File: src/rtl/daq_packetizer_pkg.sv
// Shared constants, FSM state type and packet word builder for the DAQ packetizer.
package daq_packetizer_pkg;

  localparam logic [7:0]  HDR       = 8'hA5;
  localparam int unsigned PKT_WORDS = 11;
  localparam int unsigned PKT_BYTES = 22;
  localparam int unsigned MAX_OS    = 6;

  typedef enum logic {IDLE, SEND} state_t;

  // Word idx of a packet; idx 10 is the XOR of words 1..9.
  function automatic logic [15:0] pkt_word(input logic [3:0]  idx,
                                           input logic [2:0]  os,
                                           input logic [15:0] cnt);
    logic [15:0] w;
    logic [15:0] csum;
    logic [3:0]  k;
    csum = cnt;
    for (int unsigned j = 0; j < 8; j++) begin
      csum ^= {j[2:0], cnt[12:0]};
    end
    k = idx - 4'd2;
    case (idx)
      4'd0:    w = {HDR, 5'b0, os};
      4'd1:    w = cnt;
      4'd10:   w = csum;
      default: w = {k[2:0], cnt[12:0]};
    endcase
    return w;
  endfunction

endpackage

File: src/rtl/daq_byte_fifo.sv
// Single-clock show-ahead byte FIFO with free-space output.
module daq_byte_fifo #(
  parameter int unsigned FIFO_DEPTH = 64
) (
  input  logic                        clk_i,
  input  logic                        rst_ni,
  input  logic                        push_i,
  input  logic [7:0]                  push_data_i,
  input  logic                        pop_i,
  output logic                        empty_o,
  output logic [7:0]                  data_o,
  output logic [$clog2(FIFO_DEPTH):0] free_o
);

  localparam int unsigned  AW      = $clog2(FIFO_DEPTH);
  localparam logic [AW:0]  DEPTH_L = FIFO_DEPTH[AW:0];

  logic [7:0]    mem_q [FIFO_DEPTH];
  logic [AW-1:0] wr_ptr_q, rd_ptr_q;
  logic [AW:0]   count_q, count_d;
  logic [7:0]    last_q;
  logic          do_push, do_pop;

  assign empty_o = (count_q == '0);
  assign do_pop  = pop_i && !empty_o;
  assign do_push = push_i && ((count_q != DEPTH_L) || do_pop);
  assign free_o  = DEPTH_L - count_q;
  // When empty, keep presenting the last byte popped (0 after reset).
  assign data_o  = empty_o ? last_q : mem_q[rd_ptr_q];

  always_comb begin
    count_d = count_q;
    case ({do_push, do_pop})
      2'b10:   count_d = count_q + 1'b1;
      2'b01:   count_d = count_q - 1'b1;
      default: count_d = count_q;
    endcase
  end

  always_ff @(posedge clk_i) begin
    if (do_push) mem_q[wr_ptr_q] <= push_data_i;
  end

  always_ff @(posedge clk_i or negedge rst_ni) begin
    if (!rst_ni) begin
      wr_ptr_q <= '0;
      rd_ptr_q <= '0;
      count_q  <= '0;
      last_q   <= '0;
    end else begin
      count_q <= count_d;
      if (do_push) wr_ptr_q <= wr_ptr_q + 1'b1;
      if (do_pop) begin
        rd_ptr_q <= rd_ptr_q + 1'b1;
        last_q   <= mem_q[rd_ptr_q];
      end
    end
  end

endmodule

File: src/rtl/daq_packetizer.sv
// DAQ packet generator: periodic 11-word packets on db_o plus a big-endian byte copy in a FIFO.
module daq_packetizer
  import daq_packetizer_pkg::*;
#(
  parameter int unsigned BASE_PERIOD = 1000,
  parameter int unsigned FIFO_DEPTH  = 64
) (
  input  logic        clk_i,
  input  logic        reset_i,
  input  logic [2:0]  os_sel_i,
  input  logic        en_i,
  output logic [15:0] db_o,
  output logic        rdreq_o,
  output logic        wrclk_o,
  output logic        fifo_out_empty,
  input  logic        fifo_out_req,
  output logic [7:0]  fifo_out_data
);

  localparam int unsigned   TW    = $clog2(BASE_PERIOD << MAX_OS) + 1;
  localparam int unsigned   FAW   = $clog2(FIFO_DEPTH);
  localparam logic [TW-1:0] BASE  = BASE_PERIOD[TW-1:0];
  localparam logic [TW-1:0] ONE   = 1;
  localparam logic [FAW:0]  NEED  = PKT_BYTES[FAW:0];
  localparam logic [3:0]    LAST  = PKT_WORDS[3:0] - 4'd1;
  localparam logic [2:0]    OSMAX = MAX_OS[2:0];

  state_t        state_q, state_d;
  logic [TW-1:0] timer_q, timer_d;
  logic [TW-1:0] period_m1;
  logic [15:0]   cnt_q, cnt_d;
  logic [15:0]   cnt_lat_q, cnt_lat_d;
  logic [2:0]    os_q, os_d;
  logic [2:0]    os_clamp;
  logic [3:0]    widx_q, widx_d;
  logic          phase_q, phase_d;
  logic [15:0]   db_q, db_d;
  logic          trigger;
  logic [FAW:0]  fifo_free;
  logic [7:0]    push_byte;

  assign os_clamp  = (os_sel_i > OSMAX) ? OSMAX : os_sel_i;
  assign period_m1 = (BASE << os_q) - ONE;
  assign trigger   = en_i && (timer_q == '0) && (state_q == IDLE);

  always_comb begin
    state_d   = state_q;
    timer_d   = timer_q;
    cnt_d     = cnt_q;
    cnt_lat_d = cnt_lat_q;
    os_d      = os_q;
    widx_d    = widx_q;
    phase_d   = phase_q;
    db_d      = db_q;

    if (en_i) timer_d = (timer_q == period_m1) ? '0 : timer_q + ONE;

    // Skipped packets still consume a counter value and latch os_sel.
    if (trigger) begin
      os_d  = os_clamp;
      cnt_d = cnt_q + 16'd1;
      if (fifo_free >= NEED) begin
        state_d   = SEND;
        cnt_lat_d = cnt_q;
        widx_d    = '0;
        phase_d   = 1'b0;
        db_d      = pkt_word(4'd0, os_clamp, cnt_q);
      end
    end

    if (state_q == SEND) begin
      phase_d = ~phase_q;
      if (phase_q) begin
        if (widx_q == LAST) begin
          state_d = IDLE;
        end else begin
          widx_d = widx_q + 4'd1;
          db_d   = pkt_word(widx_q + 4'd1, os_q, cnt_lat_q);
        end
      end
    end
  end

  always_ff @(posedge clk_i or negedge reset_i) begin
    if (!reset_i) begin
      state_q   <= IDLE;
      timer_q   <= '0;
      cnt_q     <= '0;
      cnt_lat_q <= '0;
      os_q      <= '0;
      widx_q    <= '0;
      phase_q   <= 1'b0;
      db_q      <= '0;
    end else begin
      state_q   <= state_d;
      timer_q   <= timer_d;
      cnt_q     <= cnt_d;
      cnt_lat_q <= cnt_lat_d;
      os_q      <= os_d;
      widx_q    <= widx_d;
      phase_q   <= phase_d;
      db_q      <= db_d;
    end
  end

  assign db_o      = db_q;
  assign rdreq_o   = (state_q == SEND);
  assign wrclk_o   = (state_q == SEND) && phase_q;
  assign push_byte = phase_q ? db_q[7:0] : db_q[15:8];

  daq_byte_fifo #(
    .FIFO_DEPTH(FIFO_DEPTH)
  ) u_fifo (
    .clk_i      (clk_i),
    .rst_ni     (reset_i),
    .push_i     (rdreq_o),
    .push_data_i(push_byte),
    .pop_i      (fifo_out_req),
    .empty_o    (fifo_out_empty),
    .data_o     (fifo_out_data),
    .free_o     (fifo_free)
  );

endmodule

File: config.mk
export PLATFORM = sky130hd
export DESIGN_NAME = daq_packetizer
export DESIGN_NICKNAME = d
export VERILOG_FILES = /design/src/rtl/daq_packetizer_pkg.sv /design/src/rtl/daq_byte_fifo.sv /design/src/rtl/daq_packetizer.sv
export SDC_FILE = /design/constraint.sdc
export NUM_CORES = 1
export LEC_CHECK = 0
export BUFFER_PORTS_ARGS = -buffer_cell sky130_fd_sc_hd__buf_2
export CORE_ASPECT_RATIO = 0.6
export CORE_MARGIN = 1
export CORE_UTILIZATION = 63
export DETAILED_ROUTE_END_ITERATION = 16
export PLACE_DENSITY_LB_ADDON = 0.1
export SLEW_MARGIN = 30
export SYNTH_ARGS = -nofsm -noshare
export SYNTH_HDL_FRONTEND = slang
export SYNTH_SLANG_ARGS = --single-unit
File: constraint.sdc
create_clock -name clk_i -period 3.8 [get_ports clk_i]
set_input_delay 1.14 -clock clk_i [delete_from_list [all_inputs] [get_ports clk_i]]
set_output_delay 1.14 -clock clk_i [all_outputs]
set_load 0.01 [all_outputs]
==> impl_metrics.yaml <==
detailed_routing:
  routedWlPerCell_um: 27.6
  highest_layer: "met4"
  via_count: 14600
  first_pass_iters: 6
  ant_nets: 0
  wl_met3_um: 7610
  vias_per_cell: 6.55
  wl_met2_um: 25700
  post-route-drc-count: 0
  drt-initial-drc-count: 1773
  met1Wirelength_um: 27000
  drt_wl_total_um: 61400
power_and_ir_drop:
  clockPowerShare_pct: 27.5
  switching_share_pct: 31.2
  power.total_mw: 19.5
  p_switching_mw: 6.10
  p_seq_share_pct: 40.2
  max-vdd-ir-drop_mv: 0.438
  p_int_mw: 13.5
  p_leak_nw: 10.3
  powerDensity_nw_per_um2: 672
  power_frac_comb_pct: 32.2
sta:
  report.final.setup_viol: 8
  setup_tns_ns: -3.36
  postLayoutSetupSlackWorst_ns: -0.476
  rsz0062_at_grt: "yes"
  period_share_pct: 113
  whs_ns: 0.479
  period_needed_ns: 4.28
  skew_ns: 0.0120
  final_max_slew_viol_count: 0
  worst_slew_pin_slew_ns: 0.933
  max_freq_ghz: 0.234
  max-slew-margin-rel_pct: 37.6
  finalHoldViolations: 0
global_route:
  grt_max_degree: 65
  grt_overflow: 0
  grt_pass1_wl_um: 90700
  grt_pass1_vias: 14200
  antenna_found_initial: 1
  track_usage_pct: 30.8
synthesis:
  synth-edff-count: 512
  synthMuxAreaShare_pct: 13.0
  yosysMostFrequentCell: "edfxtp_1"
  synth_area_leaders: "edfxtp_1 (61%), dfrtp_1 (10%), mux4_2 (8.6%)"
  synthFlopType: "edfxtp_1"
  synthCells: 1515
  synth-adder-area-share_pct: 1.01
  synth_top_family_by_area: "multiplexers"
  synth_seq_cells: 613
  yosys_warnings: 0
  syn_avg_cell_area_um2: 16.7
  synthArstFlopShare_pct: 16.5
  synth-simple-area-share_pct: 5.69
  ys_top_cells_by_count: "edfxtp_1 (512), nor2_1 (109), dfrtp_1 (101), mux4_2 (97), mux2i_1 (75)"
  synth_nets: 1541
  synth-xor-area-share_pct: 1.73
  yosysTopAreaCell: "edfxtp_1"
  synthDistinctLibCells: 73
  synth-compound-area-share_pct: 5.84
  synth_area_um2: 25300
  ys_seq_area_share_pct: 70.7
  synth_top_area_share_pct: 60.7
die:
  start_util_pct: 64.4
  ioPinCount: 34
  die-area_um2: 41000
  coreArea_um2: 39300
  die_w_um: 261
  fp-row-count: 56
  die_h_um: 157
run_status:
  violations: "setup timing"
  status: "finished, violations left"
clock_tree:
  clkSinkCount: 613
  clk_pin_slew_ns: 0.07
  numCtsBuffers: 53
  clkLatencyLatePin_ns: 0.58
  htree_levels: 2
  cts_tree: "yes"
  clockBufferDepth: 3
  root_buffer: "clkbuf_16"
min_path:
  holdPathEnd: "cnt_q[15]"
  min_from: "cnt_q[15]"
  hold_path_class: "reg -> reg"
  whs_path_depth: 1
setup_path:
  slowest_stage: "mux4_2"
  regToRegSetupSlack_ns: 0.74
  worstPathMaxFanout: 14
  reg2reg_to: "u_fifo.count_q[5]"
  path_class: "reg -> out"
  path_cells: "buf_12, buf_4, buf_16, mux4_2, a22oi_2, nand2_1, a31oi_1, buf_4, a21oi_1, buf_2"
  crit_arrival_ns: 3.14
  max_stage_delay_ns: 0.55
  path_common_cell: "buf_4"
  worst_ep_required_time_ns: 2.66
  cp-start-kind: "flop"
  end_kind: "output pin"
  r2r_cells: 13
  regToRegStartpoint: "u_fifo.count_q[0]"
place:
  placed_cells: 2117
  globalplace.congestion: 0.919
  io_buffers: 33
  dp_hpwl_um: 39800
finish:
  diodes: 0
  drive_above_1_share_pct: 25.8
  fin_nets: 1688
  final_cells: 2227
  area_delta_synth_final_pct: 14.9
run:
  max_cap_violations: 0
critical path: cells and delay by family, from the launching register on:
kind,cells,cell delay [ns]
AND/OR/NAND/NOR,1,0.15
AO/OA/AOI/OAI,3,0.61
multiplexers,1,0.55
buffers and inverters,5,0.76
flip-flops,1,0.47
power by group through the flow:
stage | logic (mW) | registers (mW) | clock network [mW]
after CTS | 6.08 | 7.84 | 5.43
final | 6.30 | 7.86 | 5.39
after floorplan | 3.52 | 7.73 | 0
after global routing | 6.65 | 7.88 | 5.67
after global placement | 5.56 | 7.96 | 0
after detailed placement | 5.65 | 7.97 | 0
placed cells by master (no fill, tap or decap), types with 9 or more instances in the layout:
cell type and count:
clkbuf_16 55, nand3_1 32, nor2_1 107, mux2_4 12
inv_1 23, nand2_1 66, a22oi_1 14, a211oi_1 14
clkinv_1 14, o21ai_0 34, ha_1 18, a21oi_1 37
mux2_2 13, edfxtp_1 512, a22o_1 12, xnor2_1 39
dfrtp_1 98, o221ai_1 13, buf_2 32, nand3b_1 10
buf_4 134, o22ai_1 18, nand4_1 13, mux2i_1 74
mux4_2 97, nor3_1 10, buf_12 11, clkbuf_1 9
xor2_1 11
kinds of logic after synthesis:
group / after synthesis
compound gates: 215
fa+ha+maj: 20
mux: 200
buf+inv: 119
simple gates: 298
flops: 613
xor+xnor: 50
metal layers:
layer | GRT usage [%] | up-vias
li1 | - | 6247
met3 | 10.3 | 86
met1 | 48.1 | 7470
met5 | 0 | -
met2 | 42.2 | 774
met4 | 6.46 | 0
state kept, by name, indices dropped and copies added, names as in the netlist:
signal,count
widx_q,4
u_fifo.count_q,7
timer_q,17
phase_q,1
cnt_lat_q,16
u_fifo.mem_q,512
rdreq_o,1
u_fifo.last_q,8
u_fifo.rd_ptr_q,6
os_q,3
u_fifo.wr_ptr_q,6
db_o,16
cnt_q,16
how the worst max path moves through the flow:
stage	end	startpoint	slack (ns)	depth (start not counted)
after floorplan	fifo_out_data[0]	u_fifo.rd_ptr_q[0]	0.50	8
after global placement	fifo_out_data[3]	u_fifo.rd_ptr_q[0]	-0.16	9
after CTS	fifo_out_data[3]	u_fifo.rd_ptr_q[0]	-0.49	10
after detailed placement	fifo_out_data[3]	u_fifo.rd_ptr_q[0]	-0.20	9
final	fifo_out_data[1]	u_fifo.rd_ptr_q[0]	-0.48	10
after global routing	fifo_out_data[3]	u_fifo.rd_ptr_q[0]	-0.54	10
through the flow:
stage | setup slack (ns) | instance area (µm²) | util, %
finish | -0.476 | 29100 | 74.0
global route | -0.543 | 29100 | 74.0
CTS | -0.492 | 29000 | 73.7
detailed placement | -0.195 | 27000 | 68.6
global placement | -0.162 | 27000 | 68.6
floorplan | 0.504 | 25300 | -
timing repair:
action | CTS | global route
hold endpoints to repair | 0 | 0
pin swaps | 5 | 3
gates resized for setup | 38 | 15
buffers inserted | 7 | 3
endpoints found under the setup margin | 8 | 9
cloned | 2 | 0
hold buffers | 0 | 0
cell type report:
cell class	instances	area (µm²)
Inverter	24	91.3
Clock buffer	68	1470
Fill cell	2344	10200
Tap cell	522	653
Multi-Input combinational cell	783	7150
Timing Repair Buffer	187	1570
Sequential cell	613	17900
Clock inverter	30	254
Power figures use the tool's default switching activity.
